**src/rtl/mux_serial_sequencer_pkg.sv**
```systemverilog
// Purpose: shared state encoding, default widths and select start values for the bit-serial sequencer.
// Latency: n/a (types and constants only).
// Backpressure: n/a.
package mux_serial_sequencer_pkg;

    localparam int WORD_W_DEF = 32;
    localparam int SEL_W_DEF  = 5;

    localparam logic [SEL_W_DEF-1:0] SEL_MSB = 5'd31;
    localparam logic [SEL_W_DEF-1:0] SEL_LSB = 5'd0;

    typedef enum logic [1:0] {
        ST_IDLE   = 2'd0,
        ST_SEND   = 2'd1,
        ST_PARITY = 2'd2
    } state_e;

endpackage

```
**src/rtl/mux_sel_stepper.sv**
```systemverilog
// Purpose: mux select register plus beat counter; load sets the start select, step walks it by one.
// Latency: select/count update one cycle after load_i or step_i.
// Backpressure: holds select and count whenever step_i is low; never steps past the terminal beat.
module mux_sel_stepper
    import mux_serial_sequencer_pkg::*;
#(
    parameter int SEL_W = SEL_W_DEF
) (
    input  logic             clk,
    input  logic             rst_n,
    input  logic             load_i,
    input  logic             step_i,
    input  logic             dir_i,
    input  logic [SEL_W-1:0] len_i,
    output logic [SEL_W-1:0] sel_o,
    output logic [SEL_W-1:0] cnt_o,
    output logic             term_o
);

    logic [SEL_W-1:0] sel_q, sel_d;
    logic [SEL_W-1:0] cnt_q, cnt_d;
    logic [SEL_W-1:0] len_q, len_d;

    assign term_o = (cnt_q == len_q);
    assign sel_o  = sel_q;
    assign cnt_o  = cnt_q;

    // Next select/count: load restarts at the end chosen by direction; step advances until terminal.
    always_comb begin
        sel_d = sel_q;
        cnt_d = cnt_q;
        len_d = len_q;
        if (load_i) begin
            sel_d = dir_i ? {SEL_W{1'b1}} : {SEL_W{1'b0}};
            cnt_d = '0;
            len_d = len_i;
        end else if (step_i && !term_o) begin
            sel_d = dir_i ? (sel_q - SEL_W'(1)) : (sel_q + SEL_W'(1));
            cnt_d = cnt_q + SEL_W'(1);
        end
    end

    // Select, counter and captured length registers.
    always_ff @(posedge clk or negedge rst_n) begin
        if (!rst_n) begin
            sel_q <= '0;
            cnt_q <= '0;
            len_q <= '0;
        end else begin
            sel_q <= sel_d;
            cnt_q <= cnt_d;
            len_q <= len_d;
        end
    end

endmodule

```
**src/rtl/mux_serial_sequencer.sv**
```systemverilog
// Purpose: captures a word and serializes len+1 bits through the external 32:1 mux (SER_PARITY_EN adds an even-parity beat).
// Latency: first serial beat valid one cycle after word acceptance; one idle cycle between words.
// Backpressure: ser_ready low freezes select, count, word and serial outputs; in_ready low outside IDLE.
module mux_serial_sequencer
    import mux_serial_sequencer_pkg::*;
#(
    parameter int WORD_W    = WORD_W_DEF,
    parameter int SEL_W     = SEL_W_DEF,
    parameter int MSB_FIRST = 1
) (
    input  logic              clk,
    input  logic              rst_n,
    input  logic              in_valid,
    output logic              in_ready,
    input  logic [WORD_W-1:0] in_word,
    input  logic [SEL_W-1:0]  in_len,
    output logic [WORD_W-1:0] word_q,
    output logic [SEL_W-1:0]  mux_sel,
    input  logic              mux_bit,
    output logic              ser_valid,
    input  logic              ser_ready,
    output logic              ser_bit,
    output logic              ser_last,
    output logic              busy
);

    state_e           state_q, state_d;
    logic             load;
    logic             step;
    logic             term;
    logic [SEL_W-1:0] cnt;

`ifdef SER_PARITY_EN
    logic             par_q;
`endif

    mux_sel_stepper #(
        .SEL_W (SEL_W)
    ) u_stepper (
        .clk    (clk),
        .rst_n  (rst_n),
        .load_i (load),
        .step_i (step),
        .dir_i  (MSB_FIRST != 0),
        .len_i  (in_len),
        .sel_o  (mux_sel),
        .cnt_o  (cnt),
        .term_o (term)
    );

    assign busy = (state_q != ST_IDLE);

    // Next-state and handshake outputs; data beats show the mux output directly.
    always_comb begin
        state_d   = state_q;
        in_ready  = 1'b0;
        ser_valid = 1'b0;
        ser_bit   = 1'b0;
        ser_last  = 1'b0;
        load      = 1'b0;
        step      = 1'b0;
        case (state_q)
            ST_IDLE: begin
                in_ready = 1'b1;
                if (in_valid) begin
                    load    = 1'b1;
                    state_d = ST_SEND;
                end
            end
            ST_SEND: begin
                ser_valid = 1'b1;
                ser_bit   = mux_bit;
`ifdef SER_PARITY_EN
                ser_last  = 1'b0;
`else
                ser_last  = term;
`endif
                if (ser_ready) begin
                    step = 1'b1;
                    if (term) begin
`ifdef SER_PARITY_EN
                        state_d = ST_PARITY;
`else
                        state_d = ST_IDLE;
`endif
                    end
                end
            end
`ifdef SER_PARITY_EN
            ST_PARITY: begin
                ser_valid = 1'b1;
                ser_bit   = par_q;
                ser_last  = 1'b1;
                if (ser_ready) begin
                    state_d = ST_IDLE;
                end
            end
`endif
            default: state_d = ST_IDLE;
        endcase
    end

    // FSM state register.
    always_ff @(posedge clk or negedge rst_n) begin
        if (!rst_n) begin
            state_q <= ST_IDLE;
        end else begin
            state_q <= state_d;
        end
    end

    // Holding register feeding the mux inputs; only written on acceptance.
    always_ff @(posedge clk or negedge rst_n) begin
        if (!rst_n) begin
            word_q <= '0;
        end else if (load) begin
            word_q <= in_word;
        end
    end

`ifdef SER_PARITY_EN
    // Running even parity over every bit actually handed to the consumer.
    always_ff @(posedge clk or negedge rst_n) begin
        if (!rst_n) begin
            par_q <= 1'b0;
        end else if (load) begin
            par_q <= 1'b0;
        end else if (state_q == ST_SEND && ser_ready) begin
            par_q <= par_q ^ mux_bit;
        end
    end
`endif

    // Count is only consumed through the terminal flag here.
    logic unused_cnt;
    assign unused_cnt = ^cnt;

endmodule

```
**config.mk**
```make
export PLATFORM = sky130hd
export DESIGN_NAME = mux_serial_sequencer
export DESIGN_NICKNAME = d
export VERILOG_FILES = /design/src/rtl/mux_serial_sequencer_pkg.sv /design/src/rtl/mux_sel_stepper.sv /design/src/rtl/mux_serial_sequencer.sv
export SDC_FILE = /design/constraint.sdc
export NUM_CORES = 1
export LEC_CHECK = 0
export BUFFER_PORTS_ARGS = -buffer_cell sky130_fd_sc_hd__clkbuf_2
export CAP_MARGIN = 0
export CORE_UTILIZATION = 50
export CTS_CLUSTER_DIAMETER = 80
export DETAILED_ROUTE_END_ITERATION = 12
export PLACE_DENSITY = 0.88
export SLEW_MARGIN = 20
export SYNTH_ARGS = -nofsm -noshare
export SYNTH_HDL_FRONTEND = slang
export SYNTH_SLANG_ARGS = --single-unit
```
**constraint.sdc**
```tcl
create_clock -name clk -period 3.9 [get_ports clk]
set_clock_uncertainty 0.15 [all_clocks]
set_input_delay 0 -clock clk [delete_from_list [all_inputs] [get_ports clk]]
set_output_delay 0 -clock clk [all_outputs]
set_load 0.01 [all_outputs]
```
==> results.cfg, run 1 <==
[grt]
met1_usage_pct = 28.7
grt_pass1_vias = 1824
gr-total-overflow = 0
antenna_found_initial = 0
grtUsageTotal_pct = 24.7
grt_pass1_wl_mm = 7.97
top_usage_layer = met2
grt_max_degree = 49
grt_use_met2_pct = 44.8
grtUsageMet3_pct = 5.52

[worst_setup_path]
critPathArrivalTime_ns = 2.17
path_cells = xnor2_1, nand3_2, or2_4, o22a_1, dlygate4sd3_1
timing.rr.start = u_stepper.cnt_o[1]$_DFFE_PN0P_
worst-path-max-fanout = 8
cp-endpoint = state_q[0]$_DFFE_PN0P_
reg2reg_depth = 5
slowest_delay_ns = 0.55
worstSetupPathType = register to register
end_kind = register
regToRegSetupSlack_ns = 1.76
cpMaxStageDelayCell = dlygate4sd3_1
cp_data_required_time_ns = 3.93
r2r_end = state_q[0]$_DFFE_PN0P_
startpoint = u_stepper.cnt_o[1]$_DFFE_PN0P_
start_kind = register

[sta]
drv_slew = 0
fin_crit_sh_pct = 54.7
setup_violations = 0
finalHoldViolCount = 0
period_needed_ns = 2.14
fin_setup_tns_ns = 0
relSlewSlack_pct = 39.4
rsz0062_at_grt = false
clock.fmax_mhz = 468
worstMarginPinSlew_ns = 0.907

[floorplanning]
chipHeight_microns = 66.0
fp.dieW_microns = 66.0
die_area_sq_um = 4360
rows = 22
io_pins = 84
start_util_pct = 54.0
coreArea_sq_um = 3800

[pwr]
power.switching_mw = 0.822
p_total_mw = 2.12
intPower_mw = 1.30
seqPwrFrac_pct = 41.9
powerDensity_nw_per_um2 = 702
sw_frac_of_total_pct = 38.8
cellLeakagePower_nw = 1.68
combPwrFrac_pct = 41.5
irDropWorstVdd_uv = 371
clockPowerShare_pct = 16.6

[clocking]
cts_made_buffers = 5
ctsResizeCount = 0
cts_tree = built
clk_latency_ns = 0.30
cts_buffer_depth = 2
cts_sinks = 48
cts_root_buf = clkbuf_8
htreeDepth = 2
clkSlewWorstSetupHoldPaths_ns = 0.09

[yosys]
ys.warnings.count = 0
synth_seq_cells = 48
netlist_area_sq_um = 2050
syn_nets = 267
synth_most_common_cell = nand2_1
async_flop_share_pct = 100
synth_largest_area_cell = dfrtp_1
synth.avg_cell_area_sq_um = 9.19
synth_edf_count = 0
yosys-top-cells-area = dfrtp_1, nand2_1, mux2i_1
synth_flop_cell = dfrtp_1
yosys.cell_types.count = 26
synth.top_cell.area_share_pct = 58.6
synth-seq-area-share_pct = 58.6
syn-instance-count = 223
synthTopCellsByCount = nand2_1, dfrtp_1, mux2i_1, buf_2, nor2_1

[placed_design]
dp.cells = 346
hpwlAfterDp_mm = 2.83
port_buffers = 83
place_congestion = 0.768

[routing]
dr.pass1.iters = 4
finalWirelength_mm = 4.83
vias_per_cell = 4.75
dr_total_vias = 1876
drc = 0
wl_per_cell_microns = 12.2
postRouteAntennaNets = 0
drt_iter0_drc = 118

[layout]
area_growth_pct = 47.3
final_cells = 395
n_antenna_cell = 0
drive_above_1_share_pct = 28.8
final_nets = 390

[min_path]
hold_class = primary input to output port

[run]
drv_cap = 0

[status]
outcome = complete, no violations
per-stage QoR:
stage          cell area, sq um  setup WS, ns  hold slack (ns)  utilization [%]
5_1_grt                    3020          1.71            0.163             79.4
4_1_cts                    3020          1.79            0.159             79.4
3_5_place_dp               2500          2.20          -0.0229             65.7
2_1_floorplan              2050          2.46           -0.446                -
3_3_place_gp               2500          2.26          -0.0294             65.7
6_report                   3020          1.76            0.158             79.4
final cells by class:
type | count | area, sq um
clock buffers | 5 | 68.8
multi-input cells | 160 | 786
repair buffers | 126 | 841
flip-flops and latches | 48 | 1200
fillers | 234 | 781
well taps | 48 | 60.1
inverters | 5 | 18.8
clock inverters | 3 | 42.5
logic make-up (layout without fill, tap and decap cells):
group | count (synthesis) | in the layout | share of synthesized area [%]
buffers and inverters | 15 | 139 | 3.42
DFF | 48 | 48 | 58.6
and+or+nand+nor | 134 | 134 | 26.4
muxes | 9 | 9 | 4.40
AOI/OAI and AO/OA | 10 | 10 | 3.85
adders and majority gates | 2 | 2 | 1.22
xor gates and xnor gates | 5 | 5 | 2.14
power by group through the flow:
stage,sequential [mW],clock (mW),combinational (mW)
2_1_floorplan,0.958,0,0.467
3_3_place_gp,0.890,0,0.813
3_5_place_dp,0.894,0,0.848
4_1_cts,0.888,0.356,0.883
5_1_grt,0.920,0.380,0.998
6_report,0.888,0.352,0.880
placed cells by master, fill, tap and decap left out, types with 2 or more instances in the layout:
| cell type | n |
|---|---|
| nor2_1 | 6 |
| clkbuf_2 | 83 |
| o211ai_1 | 3 |
| xnor2_1 | 5 |
| clkbuf_8 | 5 |
| dfrtp_1 | 48 |
| buf_4 | 2 |
| inv_1 | 5 |
| ha_1 | 2 |
| mux2i_1 | 9 |
| dlygate4sd3_1 | 41 |
| nand2_1 | 118 |
| o21ai_0 | 3 |
worst max-delay path, delay by kind of cell (launching register included):
family / cells / cell delay (ns)
simple gates: 2 / 0.50
flops: 1 / 0.42
buf+inv: 1 / 0.55
xor+xnor: 1 / 0.21
compound gates: 1 / 0.18
metal layers:
metal	wire (microns)	share of wire, %
met1	2010	42
met2	2540	53
met4	73	1.5
met5	0	0
met3	207	4.3
sequential cells by signal, summed over array words and instances (netlist names):
register and flops:
word_q 32, u_stepper.cnt_o 5, u_stepper.len_q 5, u_stepper.sel_o 5, state_q 1
worst min path at each step:
stage	startpoint	to	slack [ns]	cells after the start
finish	mux_bit	ser_bit	0.16	3
global route	mux_bit	ser_bit	0.16	3
CTS	mux_bit	ser_bit	0.16	3
detailed placement	rst_n	word_q[31]$_DFFE_PN0P_	-0.02	2
global placement	rst_n	word_q[19]$_DFFE_PN0P_	-0.03	2
floorplan	rst_n	state_q[0]$_DFFE_PN0P_	-0.45	0
timing repair:
item                                   4_1_cts  5_1_grt
hold buffers                                41        0
endpoints found under the hold margin       87        0
setup buffers                                0        0
(Power assumes the default switching activity.)
==> run 2: changes to the inputs <==
Settings changed: CORE_UTILIZATION 50 to 47, PLACE_DENSITY 0.88 to 0.83.
Clock period 3.9 ns to 2 ns, I/O delays scaled along.
==> run 2 against run 1 <==
Utilization decreased by 5.6 points. Via count is 1.5% lower. Final area about the same. Register-to-register slack worse by 1.4 ns. Cell count is 1.0% higher. Sequential power is 96% higher. First-iteration DRC count shrank 30%. Routed wire length fell by 2.4%. Die area is 6.2% higher. Non-clock buffer count rose by 2. Worst setup slack worse by 1.5 ns. Critical path depth unchanged. Largest power group unchanged.
==> results.cfg, run 2 (same netlist as run 1, synthesis figures left out) <==
[status]
outcome = complete, no violations

[grt]
grt_use_met2_pct = 40.0
grt_pass1_wl_mm = 7.87
grtUsageTotal_pct = 23.5
antenna_found_initial = 0
gr-total-overflow = 0
top_usage_layer = met2
grt_pass1_vias = 1818
grt_max_degree = 49
grtUsageMet3_pct = 5.33
met1_usage_pct = 28.6

[routing]
dr.pass1.iters = 4
vias_per_cell = 4.63
dr_total_vias = 1848
drc = 0
wl_per_cell_microns = 11.8
finalWirelength_mm = 4.72
drt_iter0_drc = 83
postRouteAntennaNets = 0

[sta]
fin_crit_sh_pct = 89.0
drv_slew = 0
worstMarginPinSlew_ns = 0.488
hold_slack_ns = 0.0788
period_needed_ns = 1.78
fin_setup_tns_ns = 0
clock.fmax_mhz = 562
finalHoldViolCount = 0
relSlewSlack_pct = 67.4
setup_violations = 0
worst_slack_ns = 0.220
rsz0062_at_grt = false

[layout]
final_common_cell = nand2_1
multi_input_area_sq_um = 781
n_antenna_cell = 0
post-route-util_pct = 73.9
final_area_sq_um = 3020
final_nets = 392
regMostFlops = word_q
largest_reg_flops = 32
area_growth_pct = 47.3
final_cells = 399
fillers = 299
final_cell_mix = nand2_1, clkbuf_2, dfrtp_1
seqCellArea_sq_um = 1200
drive_above_1_share_pct = 28.9

[pwr]
sw_frac_of_total_pct = 39.3
p_total_mw = 4.05
irDropWorstVdd_uv = 687
cellLeakagePower_nw = 1.69
intPower_mw = 2.46
seqPwrFrac_pct = 42.9
clockPowerShare_pct = 14.2
power.switching_mw = 1.59
powerDensity_nw_per_um2 = 1340
combPwrFrac_pct = 42.9

[worst_setup_path]
cp_top_family = simple AND/OR/NAND/NOR gates
path_cells = xnor2_1, nand3_2, or2_4, nor2_1, clkbuf_2
timing.rr.start = state_q[0]$_DFFE_PN0P_
cpMaxStageDelayCell = dfrtp_1
r2r_end = word_q[11]$_DFFE_PN0P_
slowest_delay_ns = 0.43
worst-path-max-fanout = 8
end_kind = output port
critPathArrivalTime_ns = 1.63
start_kind = register
worstSetupPathType = register to output port
cp_data_required_time_ns = 1.85
reg2reg_depth = 5
regToRegSetupSlack_ns = 0.37
worst-path-buf-inv = 1

[clocking]
clk_latency_ns = 0.29
clkSlewWorstSetupHoldPaths_ns = 0.08
cts_made_buffers = 5
htreeDepth = 2
cts_sinks = 48
cts_tree = built
cts_root_buf = clkbuf_8
cts_buffer_depth = 2
post_cts_buffers = 0

[floorplanning]
io_pins = 84
start_util_pct = 50.2
coreArea_sq_um = 4090
rows = 23
die_area_sq_um = 4630
chipHeight_microns = 68.0
fp.dieW_microns = 68.0

[placed_design]
pre_cts_ws_ns = 0.388
placed_area_sq_um = 2530
port_buffers = 83
hpwlAfterDp_mm = 2.89
dp.cells = 351
place_congestion = 0.801

[min_path]
hold_class = primary input to async pin

[run]
drv_cap = 0
## run 2: repair_timing
item                      in CTS  in global routing
hold endpoints to repair      87                  0
gates resized for setup        0                  0
hold buffers                  40                  0
## run 2: worst register-to-register path, stage by stage, from the launching register on
cell     delay [ns]
dfrtp_1        0.46
inv_1          0.10
nand2_1        0.38
buf_4          0.32
nand2_1        0.09
nand2_1        0.08
## run 2: worst max path at each step
stage                                   startpoint                      to  slack [ns]  cells after the start
finish              u_stepper.cnt_o[1]$_DFFE_PN0P_                ser_last        0.22                      5
global route        u_stepper.cnt_o[1]$_DFFE_PN0P_                ser_last        0.11                      5
CTS                 u_stepper.cnt_o[1]$_DFFE_PN0P_                ser_last        0.21                      5
detailed placement          state_q[0]$_DFFE_PN0P_   word_q[9]$_DFFE_PN0P_        0.39                      5
global placement            state_q[0]$_DFFE_PN0P_  word_q[10]$_DFFE_PN0P_        0.46                      5
floorplan           u_stepper.cnt_o[1]$_DFFE_PN0P_  state_q[0]$_DFFE_PN0P_        0.56                      4
## run 2: layout make-up
cell class,instances,share of cell area (%)
Clock buffer,8,2.98
Multi-Input combinational cell,160,25.9
Timing Repair Buffer,128,28.7
Inverter,5,0.622
Tap cell,50,2.07
Sequential cell,48,39.8
## run 2: power groups by stage
stage	combinational [mW]	sequential, mW	clock [mW]
5_1_grt	1.98	1.80	0.636
2_1_floorplan	0.911	1.87	0
3_3_place_gp	1.62	1.73	0
3_5_place_dp	1.68	1.74	0
4_1_cts	1.74	1.73	0.602
6_report	1.74	1.74	0.574
## run 2: per-layer routing
layer | up-vias | share of wire (%)
met3 | 6 | 3.1
met4 | 0 | 1.7
met2 | 40 | 51
met1 | 858 | 44
met5 | - | 0
li1 | 944 | -
